==> src/rtl/lif_neuron.sv <==
// Leaky integrate-and-fire neuron fed by the MAC output; 1-cycle latency on every output.
// No backpressure: cur is consumed every cycle, and is dropped while refractory.
module lif_neuron #(
  parameter logic [15:0] THRESH     = 16'd1000,
  parameter int          LEAK_SHIFT = 4,
  parameter int          REFRACT    = 3
) (
  input  logic        clk,
  input  logic        reset,
  input  logic        cur_valid,
  input  logic [15:0] cur,
  input  logic        step,
  output logic        spike,
  output logic [15:0] vmem,
  output logic        refr,
  output logic [7:0]  spike_count
);

  typedef enum logic {ST_INTEG, ST_REFR} state_t;

  localparam logic [7:0] REFRACT_L = 8'(REFRACT);

  state_t      r_state;
  logic [15:0] r_vmem;
  logic        r_spike;
  logic        r_refr;
  logic [7:0]  r_count;
  logic [7:0]  r_refr_cnt;

  logic [16:0] w_add;
  logic [15:0] w_sat;
  logic [15:0] w_leak;
  logic        w_fire;

  // Same-cycle current counts toward a coincident step.
  assign w_add  = {1'b0, r_vmem} + {1'b0, (cur_valid ? cur : 16'd0)};
  assign w_sat  = w_add[16] ? 16'hFFFF : w_add[15:0];
  assign w_leak = w_sat - (w_sat >> LEAK_SHIFT);
  assign w_fire = (w_sat >= THRESH);

  always_ff @(posedge clk) begin
    if (reset) begin
      r_state    <= ST_INTEG;
      r_vmem     <= 16'd0;
      r_spike    <= 1'b0;
      r_refr     <= 1'b0;
      r_count    <= 8'd0;
      r_refr_cnt <= 8'd0;
    end else begin
      r_spike <= 1'b0;
      case (r_state)
        ST_INTEG: begin
          if (step) begin
            if (w_fire) begin
              r_spike <= 1'b1;
              r_vmem  <= 16'd0;
              r_count <= r_count + 8'd1;
              if (REFRACT_L != 8'd0) begin
                r_state    <= ST_REFR;
                r_refr     <= 1'b1;
                r_refr_cnt <= REFRACT_L;
              end
            end else begin
              r_vmem <= w_leak;
            end
          end else if (cur_valid) begin
            r_vmem <= w_sat;
          end
        end
        ST_REFR: begin
          r_vmem <= 16'd0;
          if (step) begin
            if (r_refr_cnt == 8'd1) begin
              r_state    <= ST_INTEG;
              r_refr     <= 1'b0;
              r_refr_cnt <= 8'd0;
            end else begin
              r_refr_cnt <= r_refr_cnt - 8'd1;
            end
          end
        end
        default: r_state <= ST_INTEG;
      endcase
    end
  end

  assign spike       = r_spike;
  assign vmem        = r_vmem;
  assign refr        = r_refr;
  assign spike_count = r_count;

endmodule

==> config.mk <==
export PLATFORM = sky130hd
export DESIGN_NAME = lif_neuron
export DESIGN_NICKNAME = d
export VERILOG_FILES = /design/src/rtl/lif_neuron.sv
export SDC_FILE = /design/constraint.sdc
export NUM_CORES = 1
export LEC_CHECK = 0
export ABC_AREA = 1
export CAP_MARGIN = 20
export CORE_MARGIN = 10
export CORE_UTILIZATION = 25
export CTS_BUF_LIST = sky130_fd_sc_hd__clkbuf_8
export CTS_CLUSTER_DIAMETER = 120
export DETAILED_ROUTE_END_ITERATION = 10
export SKIP_CTS_REPAIR_TIMING = 1
export SYNTH_ARGS = -nofsm -noshare
export SYNTH_HDL_FRONTEND = slang
export SYNTH_SLANG_ARGS = --single-unit
==> constraint.sdc <==
create_clock -name clk -period 3.96 [get_ports clk]
set_clock_uncertainty 0.15 [all_clocks]
set_input_delay 0.396 -clock clk [delete_from_list [all_inputs] [get_ports clk]]
set_output_delay 0.396 -clock clk [all_outputs]
set_load 0.01 [all_outputs]
==> results.tsv, run 1 <==
metric	value	unit
status	completed	
Area contributors post-synth	dfxtp_1, nand2_1, ha_1	
crit path from	cur[0]	
sequential area share after synthesis	20.76	%
antenna violations before repair	0	
antenna cells	0	
R2R cell count	24	
PwrDens	347.0	nW/um^2
Pre-antenna DRT Iters	4	
final cell count without fillers	847	
Peak VDD IR	0.1909	mV
hold worst-path end	refr	
hold path depth	2	
relative slew slack	56.89	%
Post-synth top flop	dfxtp_1	
TritonCTS buffer count	5	
Mean Syn Cell Area	6.069	sq um
synthesized area	3374	sq um
Post-synth EDFFs	0	
overall routed net length	9689	um
asr flop ratio synth	0	%
share of post-route cells with drive strength above 1	18.93	%
CP Depth	27	
clk_lat worst skew	0.29	ns
NumNets Final	722	
Period Utilization, post-route	94.72	%
synth warn	0	
Net Count, Synth	608	
most frequent cell on the critical path	nand2_1	
final setup fails	0	
HP Class	flip-flop to flip-flop	
Peak Freq	0.2666	GHz
GR Layer Usage met1	12.64	%
vias per cell	4.290	
min Tclk post-route	3.751	ns
top cell type's share of synthesized area	20.76	%
largest net degree at the start of global routing	20	
Fin Hold WS	0.3026	ns
Synth area leader	dfxtp_1	
hold wc startpoint	refr	
Critical Path Sink Type	flip-flop	
CTS H-Tree Depth	2	
gr usage total	10.29	%
sequential fraction of design power	24.9	%
Hold Fails Final Rpt	0	
kind of critical path	input pin to flip-flop	
CTS Sinks	35	
Unique masters post-synth	36	
CTS root buf	clkbuf_8	
Cells after DPL	834	
I/O Buffers	45	
Starting Density	25.48	%
largest delay contributor family on the critical path	simple AND/OR/NAND/NOR gates	
switch share	41.05	%
LEAKAGE	2.500	nW
Comb pwr share	58.7	%
Worst R2R Setup Slack	0.44	ns
vias in the first global route	3375	
global routing usage on met3	2.066	%
CP bufs+invs	7	
maxcap violations	0	
Slew Viols, Final	0	
Setup crit start kind	input pin	
core area	13240	sq um
Worst R2R End	vmem[5]	
antenna viol nets, final	0	
met2 usage	18.12	%
Worst-Margin Slew	0.6446	ns
Required @ worst endpoint	4.01	ns
Slowest cell on crit path	clkdlybuf4s50_1	
worst r2r src	vmem[0]	
clock group share of total power	16.4	%
worst-path maximum fanout	7	
synthesis-stage register bit count	35	
first-pass GRT wire length	15770	um
Initial DRC Count	130	
DIE HEIGHT	136.2	um
Clk pin slew, worst setup/hold paths	0.08	ns
width of the chip	136.2	um
TritonCTS clock tree	built	
fin util	35.92	%
I/O pins	46	
die area	18550	sq um
drt drc	0	
Routed wire per std cell	11.44	um
Slowest Stage Delay on Critical Path	0.40	ns
GRT overflow	0	
gpl congestion	0.8276	
cell count after synthesis	556	
# rows	42	
deepest clock path buffer count	2	
P_sw	677.6	uW
DP HPWL	7696	um
CP arrival	3.80	ns
Internal Power	973.0	uW
P&R area growth vs syn	40.97	%
busiest layer in global routing	met2	
routed via count	3634	
state kept, by name (all words and copies together) (netlist names):
signal / cells
r_refr_cnt: 8
r_state: 1
refr: 1
spike: 1
spike_count: 8
vmem: 16
Yosys cell counts (all sizes together), types with 2 or more instances:
cell type / instances
a21o: 3
a21oi: 44
buf: 3
clkbuf: 6
dfxtp: 35
fa: 2
ha: 30
inv: 102
nand2: 169
nand3: 40
nand4: 5
nor2: 35
nor3: 13
o21ai: 36
or2: 4
xnor2: 8
xor2: 13
cell usage in the layout, fill, tap and decap left out, types with 4 or more instances in the layout:
master and instances:
buf_4 70, nor3_1 11, o21ai_0 29, clkbuf_8 5, clkdlybuf4s50_1 44, nand4_1 4
dfxtp_1 35, inv_1 99, nand3_1 35, xnor2_1 7, a21oi_2 5, o21ai_2 4
nand3_2 5, nor2_1 27, nand2_2 6, ha_1 27, nor2_2 6, nand2_1 162
a21oi_1 38, xor2_1 13
metrics by stage:
step                      power (mW)  setup WS [ns]  instance area, sq um  setup TNS (ns)
after global placement         1.299        -0.3455                  4507          -2.563
after detailed placement       1.299        -0.3489                  4507          -2.642
after CTS                      1.578       -0.05106                  4596         -0.1522
after floorplan               0.9567        0.05272                  3388               0
after global routing           1.801       -0.02292                  4757        -0.03899
final                          1.651         0.2090                  4757               0
cell type report:
type                       count  area (sq um)
clock buffer                   5         68.82
clock inverter                 3         20.02
fill                        1493          8486
inverter                     102         385.4
multi-input combinational    410          2364
sequential                    35         700.7
tap                          176         220.2
timing repair buffer         116         998.5
cells by family after synthesis:
| logic type | synth area share (%) |
|---|---|
| simple gates | 35.08 |
| buf+inv | 12.79 |
| compound gates | 13.61 |
| flops | 20.76 |
| fa+ha+maj | 12.31 |
| xor+xnor | 5.451 |
worst max-delay path by stage:
| stage | endpoint |
|---|---|
| 5_1_grt | vmem[13] |
| 6_report | vmem[5] |
| 4_1_cts | vmem[14] |
| 2_1_floorplan | vmem[14] |
| 3_3_place_gp | vmem[13] |
| 3_5_place_dp | vmem[12] |
power by group through the flow:
stage	combinational (mW)	clock [mW]	sequential (mW)
CTS	0.885	0.281	0.412
global placement	0.879	0	0.420
floorplan	0.536	0	0.421
global route	1.09	0.297	0.417
finish	0.969	0.270	0.411
detailed placement	0.879	0	0.420
routing by layer:
| metal | vias up | share of wire, % |
|---|---|---|
| met1 | 1619 | 48 |
| met4 | 0 | 0.55 |
| met5 | - | 0 |
| met3 | 5 | 2.8 |
| li1 | 1973 | - |
| met2 | 37 | 49 |
worst register-to-register path: stages (launching register included):
cell     delay (ns)
dfxtp_1        0.33
ha_1           0.23
fa_2           0.35
nand2_1        0.08
nand2_1        0.07
nand3_1        0.10
nand2_2        0.08
nand2_2        0.09
nand2_4        0.10
inv_4          0.09
o21ai_1        0.09
ha_1           0.30
a21o_1         0.20
a31oi_2        0.19
buf_4          0.14
buf_4          0.09
nor2_1         0.04
o21ai_0        0.17
nand2_1        0.09
xnor2_1        0.13
inv_1          0.05
nand2_1        0.06
nand3_1        0.08
nand2_1        0.09
inv_1          0.03
No activity file was read; power rests on OpenSTA's default activity.
==> inputs of run 2 (changes only) <==
SLEW_MARGIN = 15   (was unset)
==> results of run 2 <==
Final layout, timing and power as in run 1 (identical DEF).
==> inputs of run 3 (changes only) <==
--- a/config.mk
+++ b/config.mk
@@ -7,3 +7,2 @@
 export LEC_CHECK = 0
-export ABC_AREA = 1
 export CAP_MARGIN = 20
--- a/constraint.sdc
+++ b/constraint.sdc
@@ -4,2 +4,2 @@
 set_output_delay 0.396 -clock clk [all_outputs]
-set_load 0.01 [all_outputs]
+set_load 0.02 [all_outputs]
==> results.tsv, run 3 <==
metric	value	unit	change
deepest clock path buffer count	2		unchanged
Comb pwr share	62.8	%	+4.1 points
Hold Fails Final Rpt	0		unchanged
synthesized area	3660	sq um	+8.5%
violated checks	negative setup slack		
# rows	44		+4.8%
largest net degree at the start of global routing	19		-5.0%
most frequent cells in the layout	buf_4, clkdlybuf4s50_1, nor2_1, nand2_1, dfxtp_1		
CTS root buf	clkbuf_8		
Net Count, Synth	525		-14%
worst-path maximum fanout	6		-1
Synth area leader	dfxtp_1		
PwrDens	344.6	nW/um^2	-0.68%
Internal Power	1.236	mW	+27%
Required @ worst endpoint	4.05	ns	+0.04 ns
synth warn	0		unchanged
clock group share of total power	17.3	%	+0.9 points
CTS Sinks	35		unchanged
I/O Buffers	45		unchanged
core area	14420	sq um	+8.9%
worst r2r src	vmem[0]		
P_sw	845.6	uW	+25%
Peak Freq	0.2243	GHz	-16%
critical path, cell by cell	buf_8 > buf_12 > and2_4 > ha_4 > fa_2 > a211oi_4 > buf_6 > o31ai_4 > o21ai_2 > a21boi_4 > or3_4 > buf_6 > fa_2 > a21oi_2 > o211ai_1 > a21o_1 > a21oi_2 > a41oi_2 > o221ai_2 > o2bb2ai_4 > o2111ai_2 > a221oi_2		
sequential area share after synthesis	19.15	%	-1.6 points
TritonCTS clock tree	built		
Worst-Margin Slew	0.5570	ns	-0.08765 ns
Pre-antenna DRT Iters	4		unchanged
first-pass GRT wire length	21280	um	+35%
sequential fraction of design power	19.9	%	-5.0 points
Peak VDD IR	0.3222	mV	+69%
I/O pins	46		unchanged
Area contributors post-synth	dfxtp_1, ha_1, xnor2_1		
min Tclk post-route	4.459	ns	+0.7083 ns
NumNets Final	703		-2.6%
relative slew slack	62.83	%	+5.9 points
GRT overflow	0		unchanged
CP arrival	4.55	ns	+0.75 ns
die area	19880	sq um	+7.2%
status	complete, but fails checks		
Critical Path Sink Type	flip-flop		
P&R area growth vs syn	65.06	%	
Fin Setup TNS	-3.785	ns	-3.785 ns
synth cell count leaders	nor2_1, nand2_1, dfxtp_1, o21ai_0, ha_1		
routed via count	4229		+16%
Slew Viols, Final	0		unchanged
vias per cell	5.059		+18%
RSZ-0062 raised after global routing	yes		
Mean Syn Cell Area	7.737	sq um	+27%
CTS H-Tree Depth	2		unchanged
switch share	40.62	%	-0.43 points
antenna cells	0		unchanged
commonest non-fill, non-tap cell in the layout	buf_4		
Starting Density	25.37	%	-0.11 points
drt drc	0		unchanged
kind of critical path	input pin to flip-flop		
width of the chip	141.0	um	+3.5%
synthesis-stage register bit count	35		unchanged
Clk pin slew, worst setup/hold paths	0.10	ns	+0.02 ns
share of post-route cells with drive strength above 1	37.42	%	+18 points
vias in the first global route	4335		+28%
Unique masters post-synth	74		+110%
Setup crit start kind	input pin		
cell with the most instances after synthesis	nor2_1		
cell count after synthesis	473		-15%
Slowest Stage Delay on Critical Path	0.39	ns	about the same
multi-input logic area	3298	sq um	+40%
fin util	41.88	%	+6.0 points
antenna viol nets, final	0		unchanged
final setup fails	9		+9
crit path from	cur_valid		
Post-synth top flop	dfxtp_1		
clk_lat worst skew	0.33	ns	+0.04 ns
Post-synth EDFFs	0		unchanged
Period Utilization, post-route	112.6	%	+18 points
max FFs per register	16		unchanged
gpl congestion	0.8874		+7.2%
Routed wire per std cell	16.24	um	+42%
HP Class	flip-flop to flip-flop		
overall routed net length	13580	um	+40%
TritonCTS buffer count	5		unchanged
final setup margin	-0.4993	ns	-0.7083 ns
DIE HEIGHT	141.0	um	+3.5%
filler cell count	1419		-5.0%
storage element area	700.7	sq um	unchanged
top cell type's share of synthesized area	19.15	%	-1.6 points
maxcap violations	0		unchanged
antenna violations before repair	0		unchanged
Initial DRC Count	256		+97%
asr flop ratio synth	0	%	unchanged
Slowest cell on crit path	or3_4		
hold wc startpoint	refr		
DP HPWL	10460	um	+36%
LEAKAGE	2.654	nW	+6.2%
gr usage total	12.85	%	+2.6 points
[run 3: cell count changes after synthesis, moves of 9 or more]
cell / delta
a21oi_1: -12
nor2_1: +13
nand3_1: -23
and2_1: +22
xnor2_1: +11
a211oi_1: +9
nand2_1: -129
inv_1: -75
[run 3: worst paths after layout]
kind | to | slack [ns] | cells after the start
worst max-delay path | vmem[12] | -0.50 | 22
worst min-delay path | refr | 0.32 | 1
worst max register to register | vmem[12] | -0.40 | 19
worst min register to register | refr | 0.32 | 1
[run 3: power by group through the flow]
stage,Combinational [mW],Sequential [mW],Clock [mW]
6_report,1.31,0.414,0.360
5_1_grt,1.41,0.419,0.383
4_1_cts,1.13,0.412,0.369
3_5_place_dp,1.12,0.420,0
3_3_place_gp,1.10,0.419,0
2_1_floorplan,0.665,0.437,0
[run 3: critical path: cells and delay by family]
family,cells,cell delay [ns]
AO/OA/AOI/OAI,13,2.19
AND/OR/NAND/NOR,2,0.55
adder cells (fa/ha/maj),3,0.88
buffers and inverters,4,0.50
[run 3: per-layer routing]
metal | vias up | global-route usage (%) | share of wire (%)
li1 | 2097 | - | -
met5 | - | 0 | 0
met3 | 25 | 2.855 | 3.2
met4 | 0 | 5.380 | 3.1
met2 | 72 | 22.24 | 50
met1 | 2035 | 14.86 | 44
[run 3: final cells by class]
| type | count | share of cell area, % |
|---|---|---|
| Tap cell | 184 | 3.811 |
| Inverter | 24 | 1.491 |
| Sequential cell | 35 | 11.60 |
| Clock buffer | 5 | 1.139 |
| Clock inverter | 3 | 0.7249 |
| Timing Repair Buffer | 191 | 26.64 |
| Multi-Input combinational cell | 394 | 54.60 |
[run 3: cells by family (layout without fill, tap and decap cells)]
family | Yosys count | count (layout) | share of synthesized area, %
AOI/OAI and AO/OA | 156 | 157 | 31.63
xor gates and xnor gates | 26 | 26 | 6.222
adders and majority gates | 32 | 32 | 11.35
buffers and inverters | 45 | 223 | 5.197
DFF | 35 | 35 | 19.15
muxes | 10 | 10 | 2.906
and+or+nand+nor | 169 | 169 | 23.56
[run 3: metrics by stage]
step / cells / cell area [sq um] / hold slack (ns) / total power [mW] / setup WS [ns]
6_report: 836 / 6041 / 0.3230 / 2.082 / -0.4993
5_1_grt: 836 / 6041 / 0.3678 / 2.212 / -0.6760
4_1_cts: 813 / 5415 / 0.3311 / 1.908 / -1.048
3_5_place_dp: 805 / 5303 / 0.3050 / 1.537 / -1.392
3_3_place_gp: 805 / 5303 / 0.2969 / 1.518 / -1.163
2_1_floorplan: 473 / 3822 / 0.3157 / 1.102 / -0.7314
